===== src/rtl/countdown_pkg.sv =====
// Shared types and constants for the MM:SS countdown display controller.
package countdown_pkg;

    typedef enum logic [1:0] {
        ST_IDLE  = 2'd0,
        ST_RUN   = 2'd1,
        ST_PAUSE = 2'd2,
        ST_DONE  = 2'd3
    } state_e;

    // Scan slot index -> value nibble shown in that slot
    localparam logic [1:0] IDX_S_ONES = 2'd0;
    localparam logic [1:0] IDX_S_TENS = 2'd1;
    localparam logic [1:0] IDX_M_ONES = 2'd2;
    localparam logic [1:0] IDX_M_TENS = 2'd3;

    localparam logic [3:0] BCD_MAX       = 4'd9;
    localparam logic [3:0] BCD_MAX_STENS = 4'd5;
    localparam logic [3:0] BLANK         = 4'hF;

    // A preset is a legal MM:SS value: every digit decimal, seconds tens at most 5.
    function automatic logic preset_valid(input logic [15:0] p);
        return (p[15:12] <= BCD_MAX) && (p[11:8] <= BCD_MAX) &&
               (p[7:4] <= BCD_MAX_STENS) && (p[3:0] <= BCD_MAX);
    endfunction

endpackage


===== src/rtl/bcd_mmss_dec.sv =====
// Combinational one-second decrement of a BCD MM:SS value.
// zero_o flags that the decremented result is 00:00.
module bcd_mmss_dec
    import countdown_pkg::*;
(
    input  logic [15:0] val_i,
    output logic [15:0] dec_o,
    output logic        zero_o
);

    logic b_sones, b_stens, b_mones;

    // Ripple the borrow from seconds ones up to minutes tens
    always_comb begin
        dec_o   = val_i;
        b_sones = 1'b0;
        b_stens = 1'b0;
        b_mones = 1'b0;

        if (val_i[3:0] == 4'd0) begin
            dec_o[3:0] = BCD_MAX;
            b_sones    = 1'b1;
        end else begin
            dec_o[3:0] = val_i[3:0] - 4'd1;
        end

        if (b_sones) begin
            if (val_i[7:4] == 4'd0) begin
                dec_o[7:4] = BCD_MAX_STENS;
                b_stens    = 1'b1;
            end else begin
                dec_o[7:4] = val_i[7:4] - 4'd1;
            end
        end

        if (b_stens) begin
            if (val_i[11:8] == 4'd0) begin
                dec_o[11:8] = BCD_MAX;
                b_mones     = 1'b1;
            end else begin
                dec_o[11:8] = val_i[11:8] - 4'd1;
            end
        end

        // 00:00 is never decremented by the controller; wrap to 9 keeps it BCD anyway
        if (b_mones) begin
            dec_o[15:12] = (val_i[15:12] == 4'd0) ? BCD_MAX : val_i[15:12] - 4'd1;
        end

        zero_o = (dec_o == 16'h0000);
    end

endmodule


===== src/rtl/countdown_display_ctrl.sv =====
// MM:SS countdown controller: load/start/pause sequencing, 1 s prescaler,
// and four-digit multiplexed scan onto a shared BCD-to-segment decoder.
module countdown_display_ctrl
    import countdown_pkg::*;
#(
    parameter int TICK_DIV = 100_000_000,
    parameter int SCAN_DIV = 100_000
) (
    input  logic        clk,
    input  logic        rst_n,
    input  logic        load,
    input  logic [15:0] preset,
    input  logic        start_stop,
    output logic [3:0]  digit,
    output logic [3:0]  an,
    output logic        running,
    output logic        done,
    output logic        load_err
);

    localparam int PW = $clog2(TICK_DIV);
    localparam int SW = $clog2(SCAN_DIV);
    localparam logic [PW-1:0] PRESC_LAST = PW'(TICK_DIV - 1);
    localparam logic [SW-1:0] SCAN_LAST  = SW'(SCAN_DIV - 1);

    state_e          state_q, state_d;
    logic [15:0]     value_q, value_d;
    logic [PW-1:0]   presc_q, presc_d;
    logic            load_err_q, load_err_d;
    logic [SW-1:0]   scan_q;
    logic [1:0]      idx_q;

    logic [15:0]     dec_val;
    logic            dec_zero;
    logic            tick;

    bcd_mmss_dec u_dec (
        .val_i  (value_q),
        .dec_o  (dec_val),
        .zero_o (dec_zero)
    );

    assign tick = (state_q == ST_RUN) && (presc_q == PRESC_LAST);

    // Control state, value and prescaler registers
    always_ff @(posedge clk or negedge rst_n) begin
        if (!rst_n) begin
            state_q    <= ST_IDLE;
            value_q    <= 16'h0000;
            presc_q    <= '0;
            load_err_q <= 1'b0;
        end else begin
            state_q    <= state_d;
            value_q    <= value_d;
            presc_q    <= presc_d;
            load_err_q <= load_err_d;
        end
    end

    // Next state: load has priority; a rejected load freezes everything but load_err.
    // A pausing start_stop without a tick keeps the prescaler where it is.
    always_comb begin
        state_d    = state_q;
        value_d    = value_q;
        presc_d    = presc_q;
        load_err_d = 1'b0;

        if (load) begin
            if (preset_valid(preset)) begin
                value_d = preset;
                state_d = ST_IDLE;
                presc_d = '0;
            end else begin
                load_err_d = 1'b1;
            end
        end else begin
            case (state_q)
                ST_IDLE: begin
                    if (start_stop && value_q != 16'h0000) state_d = ST_RUN;
                end
                ST_RUN: begin
                    if (tick) begin
                        presc_d = '0;
                        value_d = dec_val;
                        if (dec_zero)        state_d = ST_DONE;
                        else if (start_stop) state_d = ST_PAUSE;
                    end else if (start_stop) begin
                        state_d = ST_PAUSE;
                    end else begin
                        presc_d = presc_q + PW'(1);
                    end
                end
                ST_PAUSE: begin
                    if (start_stop) state_d = ST_RUN;
                end
                default: ;
            endcase
        end
    end

    // Free-running digit scan, independent of the control state
    always_ff @(posedge clk or negedge rst_n) begin
        if (!rst_n) begin
            scan_q <= '0;
            idx_q  <= IDX_S_ONES;
        end else if (scan_q == SCAN_LAST) begin
            scan_q <= '0;
            idx_q  <= idx_q + 2'd1;
        end else begin
            scan_q <= scan_q + SW'(1);
        end
    end

    // Output decode from registers only
    always_comb begin
        an    = ~(4'b0001 << idx_q);
        digit = value_q[{idx_q, 2'b00} +: 4];
        if (idx_q == IDX_M_TENS && value_q[15:12] == 4'd0) digit = BLANK;
        running  = (state_q == ST_RUN);
        done     = (state_q == ST_DONE);
        load_err = load_err_q;
    end

endmodule

===== config.mk =====
export PLATFORM = sky130hd
export DESIGN_NAME = countdown_display_ctrl
export DESIGN_NICKNAME = d
export VERILOG_FILES = /design/src/rtl/countdown_pkg.sv /design/src/rtl/bcd_mmss_dec.sv /design/src/rtl/countdown_display_ctrl.sv
export SDC_FILE = /design/constraint.sdc
export NUM_CORES = 1
export LEC_CHECK = 0
export ABC_AREA = 0
export CAP_MARGIN = 20
export CORE_ASPECT_RATIO = 1.4
export CORE_UTILIZATION = 59
export DETAILED_ROUTE_END_ITERATION = 12
export GPL_ROUTABILITY_DRIVEN = 0
export PLACE_DENSITY_LB_ADDON = 0.08
export SLEW_MARGIN = 10
export SYNTH_ARGS = -nofsm -noshare
export SYNTH_HDL_FRONTEND = slang
export SYNTH_HIERARCHICAL = 1
export SYNTH_SLANG_ARGS = --single-unit

===== constraint.sdc =====
create_clock -name clk -period 2.8 [get_ports clk]
set_input_delay 0.28 -clock clk [delete_from_list [all_inputs] [get_ports clk]]
set_output_delay 0.28 -clock clk [all_outputs]
set_load 0.05 [all_outputs]

==> flow_metrics.py <==
metrics = {
    "yosys": {
        "ys_seq_area_share_pct": 39.90,
        "synthCells": 398,
        "syn_nets": 424,
        "avgSynthCellArea_um2": 10.24,
        "yosys_warnings": 6,
        "ys_async_sr_fraction_pct": 100.0,
        "synth_edf_count": 0,
        "synthFlopType": "dfrtp_1",
        "ys_seq_elements": 65,
        "syn-cell-area_mm2": 0.004076,
        "ys_types": 60,
    },
    "sta": {
        "final.min_clock_period_ns": 2.683,
        "report.final.setup_viol": 0,
        "fin_skew_ns": 0.01255,
        "grt_setup_unrepaired": "false",
        "hold_viol_final": 0,
        "worst_pin_slew_ns": 0.6122,
        "timing_max_transition_violations_final": 0,
        "fin_hold_ws_ns": 0.3445,
        "timing.final.crit_share_pct": 95.83,
        "max_freq_mhz": 372.7,
        "finalSetupTns_ns": 0,
        "slew_headroom_pct": 59.18,
    },
    "worst_setup_path": {
        "r2r-start": "value_q[5]",
        "regToRegSetupSlack_ns": 0.14,
        "end_kind": "output pin",
        "cp-start-kind": "flop",
        "arrival_ns": 2.40,
        "crit_path_max_incr_delay_ns": 0.70,
        "r2r_end": "value_q[12]",
        "required_ns": 2.52,
        "rr_worst_depth": 6,
        "cp_cell_sequence": "mux4_2 > or2_2 > clkdlybuf4s50_1",
        "cp_max_fo": 7,
        "worstSetupPathType": "reg -> out",
        "worst_path_max_delay_cell": "clkdlybuf4s50_1",
    },
    "clock_network": {
        "cts_buffers": 9,
        "clockRootBuffer": "clkbuf_8",
        "post-cts-setup-buffer-count": 0,
        "cts_resized": 0,
        "cts_buffer_depth": 2,
        "hold_buffers": 1,
        "path_clk_slew_ns": 0.07,
        "htree_levels": 3,
        "cts_tree": "built",
        "cts_sinks": 65,
        "clock_latency_ns": 0.33,
    },
    "power_and_ir_drop": {
        "power.leakage_nw": 2.144,
        "ir_worst_vdd_mv": 0.3529,
        "p_per_area_mw_per_mm2": 600.7,
        "power_mw": 2.812,
    },
    "floorplanning": {
        "dieArea_mm2": 0.007250,
        "dieHeight_um": 100.4,
        "rows": 35,
        "initial_core_util_pct": 61.65,
        "ios": 31,
        "die_w_um": 72.25,
        "coreArea_mm2": 0.006613,
    },
    "route": {
        "avgRoutedWirePerCell_um": 15.82,
        "vias": 3275,
        "drt_wl_total_um": 8464,
        "drc_errors": 0,
        "ant_nets": 0,
        "vias_per_cell": 6.121,
        "initialDrtViolationCount": 126,
        "drt_pass1_iterations": 4,
    },
    "cells_and_area": {
        "utilization_pct": 70.79,
        "nFillCells": 524,
        "multi_input_area_mm2": 0.002317,
        "nets": 465,
        "area_growth_pct": 14.83,
        "drive_gt1_share_pct": 22.35,
        "regArea_mm2": 0.001627,
        "insertedDiodeCount": 0,
    },
    "global_route": {
        "grt_util_all_layers_pct": 25.52,
        "grt_pass1_vias": 3122,
        "grt_pass1_wl_um": 14430,
        "grt_max_degree": 37,
        "antenna_found_initial": 0,
        "overflow": 0,
    },
    "place": {
        "io_buffer_count": 30,
        "dp_hpwl_um": 6100,
    },
    "worst_hold_path": {
        "hold_class": "in -> async",
    },
    "flow_run": {
        "cap_viol_max_count": 0,
    },
    "run_status": {
        "status": "complete, no violations",
    },
}
==> cells in the final DEF (no fill, tap or decap), types with 2 or more instances in the layout <==
| cell type | count |
|---|---|
| nand2b_1 | 2 |
| inv_1 | 10 |
| or4_4 | 2 |
| or3_1 | 6 |
| clkdlybuf4s50_1 | 29 |
| and2_1 | 2 |
| clkbuf_8 | 12 |
| nor3_1 | 19 |
| and4_2 | 2 |
| nand3_1 | 20 |
| o21a_1 | 4 |
| xnor2_1 | 14 |
| or4_1 | 5 |
| mux4_2 | 4 |
| nor2_4 | 2 |
| o211a_1 | 5 |
| or2_2 | 6 |
| o21ai_0 | 6 |
| dfrtp_1 | 65 |
| buf_4 | 13 |
| nor4_1 | 16 |
| xor2_1 | 10 |
| nand4_1 | 10 |
| nor4b_1 | 2 |
| a22o_2 | 4 |
| a211o_1 | 16 |
| nand2_1 | 27 |
| nor2_1 | 26 |
| mux2_2 | 35 |
| and3_1 | 12 |
| a21o_1 | 5 |
| and3_2 | 6 |
| a21oi_1 | 4 |
| ha_1 | 6 |
| o31ai_1 | 4 |
| nor2b_1 | 6 |
==> layer usage <==
metal	GRT usage, %	up-vias	routed length, um
li1	-	1573	-
met2	44.86	81	4391
met3	4.920	10	284
met5	0	-	0
met1	31.54	1611	3692
met4	7.391	0	97
==> synthesized netlist by cell type, types with 3 or more instances <==
library cell  instances  area (um^2)
clkbuf_1              3        11.26
o211a_1               5        50.05
nand4_1              10        62.56
or3_1                 6        37.54
a21oi_1               4        20.02
or2_2                 6        37.54
and3_2                6        45.04
a211o_1              16        140.1
nand2_1              27        101.4
a22o_2                4        40.04
buf_6                 4        45.04
a21o_1                5        37.54
nor2_1               26        97.59
xnor2_1              14        122.6
nor2b_1               6        37.54
mux2_2               35        394.1
mux4_2                4        90.09
buf_2                 3        15.01
and3_1               12        75.07
o21ai_0               6        30.03
o31ai_1               4        30.03
o21a_1                4        30.03
inv_1                10        37.54
or4_1                 5        37.54
xor2_1               10        87.58
dfrtp_1              65         1627
nor3_1               19        95.09
nor4_1               16        100.1
nand3_1              20        100.1
ha_1                  6        75.07
==> how the worst max path moves through the flow <==
stage	from	end	depth (start not counted)
4_1_cts	idx_q[0]	digit[2]	3
3_5_place_dp	value_q[5]	value_q[12]	6
6_report	idx_q[0]	digit[2]	3
2_1_floorplan	value_q[5]	value_q[12]	7
5_1_grt	idx_q[0]	digit[2]	3
3_3_place_gp	value_q[5]	value_q[12]	6
==> flip-flops by register name (all words and copies together) (netlist names) <==
name      flops
state_q       2
value_q      16
scan_q       17
presc_q      27
load_err      1
idx_q         2
==> cell type report <==
type	count	area share [%]
repair buffers	44	8.607
flip-flops and latches	65	34.75
clock buffers	13	3.609
inverters	10	0.8019
well taps	92	2.459
multi-input cells	309	49.51
clock inverters	2	0.2673
==> critical path: cells and delay by family (launching register included) <==
family	cells	cell delay [ns]
buf+inv	1	0.70
flops	1	0.55
mux	1	0.55
simple gates	1	0.28
==> metrics by stage <==
| stage | cell area (um^2) | setup WS (ns) | cells |
|---|---|---|---|
| finish | 4681 | 0.1167 | 535 |
| global route | 4681 | 0.01530 | 535 |
| CTS | 4681 | 0.08733 | 535 |
| detailed placement | 4489 | 0.1399 | 519 |
| global placement | 4489 | 0.1832 | 519 |
| floorplan | 4076 | 0.1990 | 398 |
==> power by group <==
| group | switching (mW) | internal (mW) |
|---|---|---|
| logic | 0.440 | 0.445 |
| clock network | 0.334 | 0.388 |
| registers | 0.150 | 1.05 |
==> kinds of logic (layout without fill, tap and decap cells) <==
family | after synthesis | after routing | synth area share [%]
and+or+nand+nor | 180 | 180 | 25.54
DFF | 65 | 65 | 39.90
AOI/OAI and AO/OA | 57 | 57 | 11.51
muxes | 41 | 41 | 12.40
xor gates and xnor gates | 25 | 25 | 5.556
buffers and inverters | 24 | 69 | 3.253
adders and majority gates | 6 | 6 | 1.842
(Power assumes the default switching activity.)
